## src/rtl/fpu_add_align.sv

```systemverilog
// ============================================================================
// Module      : fpu_add_align
// Description : Iterative exponent alignment and mantissa add/subtract stage
//               for single-precision FP add/sub (one bit of shift per cycle).
// Revision    : 1.0 - initial release
// ============================================================================
`default_nettype none

module fpu_add_align #(
  parameter int MAX_SHIFT = 25
) (
  input  logic        clk,
  input  logic        rst,
  input  logic        in_valid,
  output logic        in_ready,
  input  logic [31:0] op_a,
  input  logic [31:0] op_b,
  input  logic        op_sub,
  output logic        out_valid,
  input  logic        out_ready,
  output logic [23:0] out_mantissa,
  output logic [7:0]  out_exponent,
  output logic        out_sign,
  output logic        out_sticky,
  output logic        out_zero,
  output logic        out_overflow,
  output logic        out_special
);

  localparam int CNT_W = $clog2(MAX_SHIFT + 1);
  localparam logic [CNT_W-1:0] c_MAX_CNT = CNT_W'(MAX_SHIFT);

  localparam logic [1:0] S_IDLE  = 2'd0;
  localparam logic [1:0] S_ALIGN = 2'd1;
  localparam logic [1:0] S_ADD   = 2'd2;
  localparam logic [1:0] S_DONE  = 2'd3;

  logic [1:0]       r_state;
  logic [23:0]      r_mant_l;
  logic [23:0]      r_mant_s;
  logic [7:0]       r_exp_l;
  logic [7:0]       r_diff;
  logic [CNT_W-1:0] r_shift_cnt;
  logic             r_sticky;
  logic             r_sign_l;
  logic             r_eff_sub;
  logic             r_special;

  // Operand decode: zero exponent flushes the operand (no hidden bit).
  logic [7:0]  w_exp_a, w_exp_b;
  logic [23:0] w_mant_a, w_mant_b;
  logic        w_sign_a, w_sign_b;
  logic        w_a_is_l;

  assign w_exp_a  = op_a[30:23];
  assign w_exp_b  = op_b[30:23];
  assign w_mant_a = (w_exp_a == 8'd0) ? 24'd0 : {1'b1, op_a[22:0]};
  assign w_mant_b = (w_exp_b == 8'd0) ? 24'd0 : {1'b1, op_b[22:0]};
  assign w_sign_a = op_a[31];
  assign w_sign_b = op_b[31] ^ op_sub;
  assign w_a_is_l = {w_exp_a, w_mant_a} >= {w_exp_b, w_mant_b};

  assign in_ready = (r_state == S_IDLE);

  logic [24:0] w_sum;
  logic [23:0] w_res_mant;
  logic [7:0]  w_res_exp;
  logic        w_res_sticky;
  logic        w_res_ovf;
  logic        w_res_zero;

  assign w_sum = {1'b0, r_mant_l} + {1'b0, r_mant_s};

  always_comb begin
    w_res_mant   = r_mant_l - r_mant_s;
    w_res_exp    = r_exp_l;
    w_res_sticky = r_sticky;
    w_res_ovf    = 1'b0;
    if (!r_eff_sub) begin
      if (w_sum[24]) begin
        w_res_mant   = w_sum[24:1];
        w_res_sticky = r_sticky | w_sum[0];
        w_res_exp    = r_exp_l + 8'd1;
        w_res_ovf    = (r_exp_l == 8'd254);
      end else begin
        w_res_mant   = w_sum[23:0];
      end
    end
  end

  assign w_res_zero = (w_res_mant == 24'd0) && !w_res_sticky;

  always_ff @(posedge clk or posedge rst) begin
    if (rst) begin
      r_state      <= S_IDLE;
      r_mant_l     <= 24'd0;
      r_mant_s     <= 24'd0;
      r_exp_l      <= 8'd0;
      r_diff       <= 8'd0;
      r_shift_cnt  <= '0;
      r_sticky     <= 1'b0;
      r_sign_l     <= 1'b0;
      r_eff_sub    <= 1'b0;
      r_special    <= 1'b0;
      out_valid    <= 1'b0;
      out_mantissa <= 24'd0;
      out_exponent <= 8'd0;
      out_sign     <= 1'b0;
      out_sticky   <= 1'b0;
      out_zero     <= 1'b0;
      out_overflow <= 1'b0;
      out_special  <= 1'b0;
    end else begin
      case (r_state)
        S_IDLE: begin
          if (in_valid) begin
            if (w_a_is_l) begin
              r_mant_l <= w_mant_a;
              r_mant_s <= w_mant_b;
              r_exp_l  <= w_exp_a;
              r_diff   <= w_exp_a - w_exp_b;
              r_sign_l <= w_sign_a;
            end else begin
              r_mant_l <= w_mant_b;
              r_mant_s <= w_mant_a;
              r_exp_l  <= w_exp_b;
              r_diff   <= w_exp_b - w_exp_a;
              r_sign_l <= w_sign_b;
            end
            r_eff_sub   <= w_sign_a ^ w_sign_b;
            r_special   <= (w_exp_a == 8'hFF) || (w_exp_b == 8'hFF);
            r_shift_cnt <= '0;
            r_sticky    <= 1'b0;
            r_state     <= S_ALIGN;
          end
        end
        S_ALIGN: begin
          // The shift cap bounds latency; beyond it the operand is all zero.
          if (r_diff == 8'd0 || r_shift_cnt == c_MAX_CNT) begin
            r_state <= S_ADD;
          end else begin
            r_sticky    <= r_sticky | r_mant_s[0];
            r_mant_s    <= r_mant_s >> 1;
            r_diff      <= r_diff - 8'd1;
            r_shift_cnt <= r_shift_cnt + 1'b1;
          end
        end
        S_ADD: begin
          out_mantissa <= w_res_mant;
          out_sticky   <= w_res_sticky;
          out_overflow <= w_res_ovf;
          out_zero     <= w_res_zero;
          out_exponent <= w_res_zero ? 8'd0 : w_res_exp;
          out_sign     <= w_res_zero ? 1'b0 : r_sign_l;
          out_special  <= r_special;
          out_valid    <= 1'b1;
          r_state      <= S_DONE;
        end
        default: begin
          if (out_ready) begin
            out_valid <= 1'b0;
            r_state   <= S_IDLE;
          end
        end
      endcase
    end
  end

endmodule

`default_nettype wire

```

## config.mk

```make
export PLATFORM = sky130hd
export DESIGN_NAME = fpu_add_align
export DESIGN_NICKNAME = d
export VERILOG_FILES = /design/src/rtl/fpu_add_align.sv
export SDC_FILE = /design/constraint.sdc
export NUM_CORES = 1
export LEC_CHECK = 0
export CAP_MARGIN = 20
export CORE_ASPECT_RATIO = 1.2
export CORE_MARGIN = 5
export CORE_UTILIZATION = 45
export CTS_CLUSTER_DIAMETER = 80
export DETAILED_ROUTE_END_ITERATION = 10
export PLACE_DENSITY_LB_ADDON = 0.08
export SYNTH_ARGS = -nofsm -noshare
export SYNTH_HDL_FRONTEND = slang
export SYNTH_SLANG_ARGS = --single-unit
```

## constraint.sdc

```tcl
create_clock -name clk -period 7.9 [get_ports clk]
set_input_delay 1.58 -clock clk [delete_from_list [all_inputs] [get_ports clk]]
set_output_delay 1.58 -clock clk [all_outputs]
set_load 0.02 [all_outputs]
```

# Word-level counts from Yosys, hierarchy flattened
# Cells that the tools add are included.
[word_totals]
ff_bits = 113
output_inout_bits = 39
[op_classes]
add_sub_neg = 7
order_cmp = 1
n_eq_ne = 9
n_mux = 35
bitwise_logic = 5
n_reduce_logical = 17
[ops]
columns = ["operator", "n"]
rows = [
  ["$mux 24", 8],
  ["$mux 8", 7],
  ["$pmux 24 s2", 1],
  ["$ge 32x32->1", 1],
  ["$add 24x24->25", 1],
  ["$eq 8x8->1 const B", 3],
  ["$logic_not 24->1", 1],
  ["$logic_not 8->1", 3],
  ["$sub 24x24->24", 1],
  ["$pmux 8 s2", 1],
  ["$sub 8x8->8", 2],
  ["$mux 5", 2],
  ["$pmux 5 s2", 1],
  ["$mux 1", 9],
  ["$add 8x1->8 const B", 1],
  ["$sub 8x1->8 const B", 1],
  ["$mux 2", 3],
  ["$ne 2x2->1 const B", 3],
  ["$pmux 2 s3", 1],
  ["$reduce_and 3->1", 2],
  ["$add 5x1->5 const B", 1],
  ["$eq 5x5->1 const B", 1],
  ["$pmux 1 s2", 2],
  ["$reduce_and 2->1", 2],
  ["other kinds (12)", 16],
]

# Depth between registers and ports, before layout
# Gate-level depths: netlist of the first run.
[logic_depth]
depth_word = 7
mapped_depth = 19
ltp_nobuf = 16

# Worst setup path before layout of the first run
# OpenSTA, ideal clock, no wires.
[synth_path]
kind = "input -> register"
startpoint = "input op_a[23]"
endpoint = "register r_diff[7]"
setup_ps = 94
t_arrival_ps = 4952
required_time_ps = 7806
slack_ps = 2854
cell_stages = 16
path_buffers = 1
path_cell_list = "nor4_1 -> nand2_1 -> clkbuf_1 -> nand2_1 -> inv_1 -> ha_1 -> and3_1 -> o211ai_1 -> o2111a_1 -> o211ai_1 -> a21oi_1 -> o21ai_1 -> mux2_2 -> a311o_1 -> mux2_2 -> a211oi_1"
[synth_via]
elab_chain_len = 6
elab_cells_between_ends = 8
[synth_lines]
columns = ["item", "line_no", "rtl"]
rows = [
  ["from (decl)", "16", "input logic [31:0] op_a,"],
  ["$logic_not 8->1", "57", "assign w_mant_a = (w_exp_a == 8'd0) ? 24'd0 : {1'b1, op_a[22:0]};"],
  ["$mux 24", "57", ""],
  ["$ge 32x32->1", "61", "assign w_a_is_l = {w_exp_a, w_mant_a} >= {w_exp_b, w_mant_b};"],
  ["$mux 8 (*)", "117", "if (w_a_is_l) begin"],
  ["$mux 8 (*)", "116", "if (in_valid) begin"],
  ["$pmux 8 s2 (*)", "114", "case (r_state)"],
  ["to (signal assigned)", "121", "r_diff <= w_exp_a - w_exp_b;"],
  ["to (signal assigned)", "127", "r_diff <= w_exp_b - w_exp_a;"],
  ["to (signal assigned)", "144", "r_diff <= r_diff - 8'd1;"],
  ["to (decl)", "42", "logic [7:0] r_diff;"],
]
# Mark *: on every way between the ends. The rest lies on a longest branch, timed or not. The select of a mux whose other input is x is not followed.
# A chain may end at the register's enable or synchronous reset.

# Worst setup path in the final report of the first run
[layout_path]
startpoint = "input op_a[27]"
endpoint = "register r_mant_l[0]"
[layout_via]
elab_chain_len = 4
[layout_lines]
columns = ["item", "line_no", "rtl"]
rows = [
  ["$logic_not 8->1", "57", ""],
  ["$mux 24", "57", ""],
  ["$ge 32x32->1", "61", ""],
  ["$mux 24 (*)", "117", ""],
  ["to (signal assigned)", "118", "r_mant_l <= w_mant_a;"],
  ["to (signal assigned)", "124", "r_mant_l <= w_mant_b;"],
  ["to (decl)", "39", "logic [23:0] r_mant_l;"],
]
# Mark *: on every way between the ends. The rest lies on a longest branch, timed or not.

==> run metrics, run 1 <==
status complete, no violations; crit path time final 6487 ps; Worst Path Required 8180 ps; via count 10030; unrepaired setup endpoints after global routing false; Initial Util 0.4598; drt drc 0; Reg power frac 0.185; # rows 60; Clock Sinks 113; Pint 0.002745 W; #FFs+latches synth 113; Register Area 2828 um^2; Core ar. 22520 um^2; global route total overflow 0; worst-skew pair later-pin latency 420 ps; Final Hold Viols 0; DP Cell Count 1658; Crit Path Class input port to register; CTS H-Tree Depth 4; FILL cells 2202; Net Sw Frac 0.5227; first-pass GRT wire length 50160 um; reg-to-reg setup timing slack 2480 ps; Multi-input gate area 6849 um^2; CTS tree built; Synth cell types 85; clk_skew 11.61 ps; number of global-route vias before repair 9284; Hold Crit Class register to register; port bufs 107; CTS Root Cell clkbuf_16; Routed WL per cell 18.59 um; Ys Warns 0; Die Area 26160 um^2; post-cts repair resize count 0; Least-Margin Pin Slew 1005 ps; number of flops mapped to enable cells by yosys 0; Leakage 5.422 nW; Final GP Congestion 0.9304; clock buffer count from CTS 17; Core Util, Final 0.5389; CP Capture Type register; ratio of final minimum period to clock period 0.8212; Top Ports 108; post-route setup TNS 0 ps; sequential-to-total area share from yosys stat 0.2730; vias per cell 5.931; Max Slew Vio Count 0; DRT Pass-1 Iters 6; postcts setup bufs 0; Die H 176.2 um; initial antenna violation count 0; Layout Cells excl Fill 1691; DP Wirelength 23920 um; Synth Cell Area 10360 um^2; FMAX 0.1541 GHz; most common flop cell mapped by yosys dfrtp_1; GRT Total Usage 0.2380; crit path DAT 6770 ps; Peak VDD IR 0.0001736 V; antenna viol nets, final 0; Slew headroom 0.3303; clock buffer depth 2; Mapped Nets 1514; Post-Route WL 31430 um; die width 148.5 um; CP Launch Type input port; mean area per synthesized cell 7.694 um^2; maximum capacitance violations 0; final net count 1567; largest net degree at the start of global routing 97; Sw Pwr 0.003006 W; final setup violation count 0; synthesized instance count 1346; Pwr Density 473.8 nW/um^2; Hold Buf Count CTS 0; starting DRC count in detailed routing 823; share of cells above drive strength 1 0.05878; clk slew on worst S/H paths 60 ps; Comb pwr share 0.683; antenna fix cells 0; asr flop ratio synth 1.000; maximum fanout along the worst path 96; Synth-to-Final Area Change 17.20%; clock share of power 0.131
-- critical path, cell delays in order --
cell	delay (ps)
clkdlybuf4s50_1	480
nor4_1	370
nand2_1	650
nand2_1	320
inv_1	90
ha_1	300
and3_1	180
o211ai_1	100
o2111a_1	250
o211ai_1	280
a21oi_1	160
o21ai_4	580
buf_4	780
nor2_1	120
a311oi_1	420
a21oi_1	80
-- placed cells by master, fill, tap and decap left out, drive strengths merged, types with 9 or more instances in the layout --
cell and instances:
xnor2 27, a21o 18, clkdlybuf4s50 107, and3 12
nor2 119, o21ai 107, nor4 19, ha 95
buf 9, o31ai 11, mux2 13, o211ai 52
nand2 168, nand4 20, nand2b 11, nand3 39
a21oi 113, a31oi 9, a211oi 25, inv 108
clkbuf 17, mux2i 9, xor2 14, nor3 19
nor2b 15, dfrtp 113
-- cells by family after synthesis --
logic type,count (synthesis),share of synthesized area
buffers and inverters,184,0.06790
XOR/XNOR,41,0.03467
adder cells (fa/ha/maj),99,0.1225
flip-flops,113,0.2730
AND/OR/NAND/NOR,457,0.2051
multiplexers,22,0.02283
AO/OA/AOI/OAI,430,0.2739
-- cell usage after synthesis, types with 5 or more instances --
master,instances,area (um^2)
o211ai_1,51,382.9
a211oi_1,24,180.2
nand3_1,39,195.2
nand2b_1,11,68.82
o21ai_0,105,525.5
mux2i_1,9,90.09
ha_1,95,1189
clkbuf_1,61,229.0
o21bai_1,7,52.55
o22ai_1,5,31.28
nand2_1,168,630.6
o31ai_1,11,82.58
xor2_1,14,122.6
nand4_1,20,125.1
mux2_2,13,146.4
nor4_1,17,106.4
a31oi_1,9,56.30
o21a_1,6,45.04
nor3_1,19,95.09
or3_1,8,50.05
o221ai_1,5,43.79
buf_1,11,41.29
nor2b_1,15,93.84
buf_2,10,50.05
xnor2_1,27,236.5
nor2_1,118,442.9
dfrtp_1,113,2828
a21oi_1,112,560.5
inv_1,99,371.6
and3_1,12,75.07
and2_1,8,50.05
a21o_1,18,135.1
-- registers in the layout, indices dropped and copies added, names as in the netlist --
name,cells
out_exponent,8
out_mantissa,24
out_overflow,1
out_sign,1
out_special,1
out_sticky,1
out_valid,1
out_zero,1
r_diff,8
r_eff_sub,1
r_exp_l,8
r_mant_l,24
r_mant_s,24
r_shift_cnt,5
r_sign_l,1
r_special,1
r_state,2
r_sticky,1
-- final cells by class --
cell class / count / area share
Timing Repair Buffer: 116 / 0.09484
Multi-Input combinational cell: 1049 / 0.5643
Inverter: 102 / 0.03175
Clock buffer: 17 / 0.03505
Tap cell: 279 / 0.02876
Sequential cell: 113 / 0.2330
Clock inverter: 15 / 0.01237
-- path summary, 6_finish.rpt --
path,start,endpoint,cells past startpoint
setup / recovery,op_a[27],r_mant_l[0]$_DFFE_PP0P_,16
hold / removal,out_zero$_DFFE_PP0P_,out_zero$_DFFE_PP0P_,1
setup reg to reg,r_mant_s[17]$_DFFE_PP0P_,out_exponent[3]$_DFFE_PP0P_,13
hold reg to reg,out_zero$_DFFE_PP0P_,out_zero$_DFFE_PP0P_,1
max in group asynchronous,rst,r_mant_l[9]$_DFFE_PP0P_,3
min in group asynchronous,rst,out_exponent[6]$_DFFE_PP0P_,2
-- per-stage QoR --
stage               total power, W  area [um^2]  setup slack (ps)  hold slack [ps]
floorplan                 0.003797        10360              2854            440.3
CTS                       0.005699        12120              1374            481.5
detailed placement        0.004916        11540             922.5            468.0
global placement          0.004904        11540              1049            460.6
global route              0.006193        12140             960.6            499.3
finish                    0.005751        12140              1413            475.3
-- per-layer routing --
metal	part of all wire	wire (um)	GRT usage
met1	0.49	15550	0.3568
met2	0.43	13450	0.3500
met3	0.046	1452	0.03081
met4	0.031	978	0.08548
met5	0	0	0
-- power by group through the flow --
stage | sequential [W] | clock, W | combinational [W]
after CTS | 0.00107 | 0.000767 | 0.00386
after floorplan | 0.00113 | 0 | 0.00267
after global placement | 0.00107 | 0 | 0.00384
after global routing | 0.00111 | 0.000792 | 0.00430
final | 0.00107 | 0.000756 | 0.00393
after detailed placement | 0.00107 | 0 | 0.00384
Power figures use the tool's default switching activity.
==> run 2, diff against run 1 <==
- clock period: 7.9 -> 6.26 ns (I/O delays scaled with it)
==> run 2 against run 1 <==
  * Non-clock buffer count rose by 8
  * Via count rose by 0.19%
  * Worst hold slack improved by 3.9 ps
  * First-iteration DRC count rose by 0.12%
  * Power rose by 27%
  * Combinational power rose by 26%
  * Clock-buffer cell count rose by 4
  * Clock skew fell by 2.3 ps
  * Sequential power rose by 28%
  * Critical path depth rose by 1
  * Final cell count rose by 0.47%
  * Largest cell class unchanged
==> run metrics, run 2 (synthesis results as in run 1) <==
number of global-route vias before repair 9405 (was 9284); share of cells above drive strength 1 0.06268 (was 0.05878); crit path time final 5462 ps; reg-to-reg setup timing slack 1120 ps (was 2480 ps); Top delay family on crit path compound AO/OA/AOI/OAI gates (unchanged); largest net degree at the start of global routing 98 (was 97); most common library cell in the layout ignoring fill and taps nand2_1 (unchanged); most frequent cells in the layout 167 x nand2_1, 117 x nor2_1, 113 x dfrtp_1 (unchanged); Crit Path Class input port to register (unchanged); Slew headroom 0.3825 (was 0.3303); CTS Root Cell clkbuf_16 (unchanged); Multi-input gate area 6849 um^2 (unchanged); Routed WL per cell 18.50 um (was 18.59 um); biggest regs out_mantissa (24), r_mant_l (24), r_mant_s (24) (unchanged); postcts setup bufs 0 (unchanged); Design Area, Final 12230 um^2 (was 12140 um^2); crit path cell chain clkdlybuf4s50_1 > nor4_1 > nand2_1 > buf_4 > nand2_1 > inv_1 > ha_1 > and3_1 > o211ai_1 > o2111a_1 > o211ai_1 > a21oi_1 > o21ai_4 > mux2_2 > a311o_1 > mux2_2 > a211oi_1 (was clkdlybuf4s50_1 > nor4_1 > nand2_1 > nand2_1 > inv_1 > ha_1 > and3_1 > o211ai_1 > o2111a_1 > o211ai_1 > a21oi_1 > o21ai_4 > buf_4 > nor2_1 > a311oi_1 > a21oi_1); FF-to-FF Start r_mant_s[8]$_DFFE_PP0P_ (was r_mant_s[17]$_DFFE_PP0P_); post-cts repair resize count 0 (unchanged); CTS H-Tree Depth 4 (unchanged); Peak VDD IR 0.0002037 V (was 0.0001736 V); starting DRC count in detailed routing 824 (was 823); Area after DPL 11610 um^2 (was 11540 um^2); Pwr Density 597.9 nW/um^2 (was 473.8 nW/um^2); Die H 176.2 um (unchanged); initial antenna violation count 0 (unchanged); maximum capacitance violations 0 (unchanged); maximum fanout along the worst path 27 (was 96); Core ar. 22520 um^2 (unchanged); Post-Route WL 31420 um (was 31430 um); GRT Total Usage 0.2395 (was 0.2380); DP Wirelength 23980 um (was 23920 um); Largest stage delay, worst path 500 ps (was 780 ps); crit path DAT 5790 ps (was 6770 ps); Synth-to-Final Area Change 18.05% (was 17.20%); clk_skew 9.321 ps (was 11.61 ps); total power 0.007310 W (was 0.005751 W); clock buffer count from CTS 17 (unchanged); via count 10050 (was 10030); reg-to-reg endpoint out_exponent[1]$_DFFE_PP0P_ (was out_exponent[3]$_DFFE_PP0P_); Leakage 5.460 nW (was 5.422 nW); antenna fix cells 0 (unchanged); worst-skew pair later-pin latency 430 ps (was 420 ps); Final GP Congestion 0.9117 (was 0.9304); Hold Buf Count CTS 0 (unchanged); Buf/Inv on CP 3 (unchanged); clock buffer depth 2 (unchanged); DRT Pass-1 Iters 5 (was 6); global route total overflow 0 (unchanged); first-pass GRT wire length 50360 um (was 50160 um); die width 148.5 um (unchanged); CP Capture Type register (unchanged); Max Slew Vio Count 0 (unchanged); Worst Path Required 6580 ps (was 8180 ps); antenna viol nets, final 0 (unchanged); FILL cells 2153 (was 2202); Register Area 2828 um^2 (unchanged); FMAX 0.1831 GHz; Core Util, Final 0.5428 (was 0.5389); reg2reg path depth 13 (unchanged); Least-Margin Pin Slew 917.8 ps (was 1005 ps); Hold Path Cell Cnt 1 (unchanged); # rows 60 (unchanged); Initial Util 0.4598 (unchanged); final setup violation count 0 (unchanged); Clock Sinks 113 (unchanged); CP Launch Type input port (unchanged); unrepaired setup endpoints after global routing false (unchanged); drt drc 0 (unchanged); clk slew on worst S/H paths 60 ps (about the same); ratio of final minimum period to clock period 0.8725; Top Ports 108 (unchanged); Critical Path Slowest Stage Cell clkdlybuf4s50_1 (was buf_4); CTS tree built (unchanged); status complete, no violations (unchanged); post-route setup TNS 0 ps (unchanged); vias per cell 5.915 (was 5.931); port bufs 107 (unchanged); Hold Crit Class register to register (unchanged); Die Area 26160 um^2 (unchanged); final net count 1575 (was 1567); Worst Min Path Start out_zero$_DFFE_PP0P_ (unchanged); Final Hold Viols 0 (unchanged); Worst Hold End out_zero$_DFFE_PP0P_ (unchanged)
[run 2: power by group]
group	total, W	internal (W)	switching [W]
Clock	0.000978	0.000609	0.000369
Combinational	0.00496	0.00186	0.00311
Sequential	0.00137	0.00107	0.000295
[run 2: cell type report]
cell class | instances | share of cell area
Multi-Input combinational cell | 1049 | 0.5602
Sequential cell | 113 | 0.2313
Timing Repair Buffer | 124 | 0.1001
Clock buffer | 21 | 0.03766
Inverter | 102 | 0.03152
Tap cell | 279 | 0.02855
Clock inverter | 11 | 0.01064
[run 2: metal layers]
| layer | GRT usage | up-vias | routed length (um) | part of all wire |
|---|---|---|---|---|
| met4 | 0.08625 | 0 | 928 | 0.030 |
| met5 | 0 | - | 0 | 0 |
| met2 | 0.3583 | 309 | 13580 | 0.43 |
| met3 | 0.03492 | 53 | 1697 | 0.054 |
| li1 | - | 4985 | - | - |
| met1 | 0.3509 | 4702 | 15220 | 0.48 |
[run 2: worst max-delay path by stage]
stage / from / to / slack, ps / cells past startpoint
3_3_place_gp: op_a[27] / r_diff[7]$_DFFE_PP0P_ / 510 / 17
3_5_place_dp: op_a[27] / r_diff[7]$_DFFE_PP0P_ / 390 / 17
6_report: op_a[28] / r_diff[7]$_DFFE_PP0P_ / 800 / 17
5_1_grt: op_a[27] / r_diff[7]$_DFFE_PP0P_ / 600 / 17
2_1_floorplan: op_a[23] / r_diff[7]$_DFFE_PP0P_ / 1540 / 16
4_1_cts: op_a[27] / r_diff[7]$_DFFE_PP0P_ / 830 / 17
[run 2: worst register-to-register path, cell delays in order, from the launching register on]
cell      delay (ps)
dfrtp_1          420
inv_1             80
ha_1             460
or4_1            660
o21bai_1         220
o211ai_2         130
a22oi_2          220
a21oi_2          610
a221oi_1         300
or4b_1           580
nor4_1           370
nand4_1          230
nor4_4           610
nor2_1           110
[run 2: per-stage QoR]
| stage | worst slack, ps | hold slack, ps | cells |
|---|---|---|---|
| floorplan | 1542 | 440.3 | 1346 |
| global placement | 505.3 | 462.7 | 1666 |
| detailed placement | 389.1 | 471.9 | 1666 |
| CTS | 826.0 | 485.6 | 1698 |
| global route | 600.8 | 519.6 | 1699 |
| finish | 798.4 | 479.2 | 1699 |
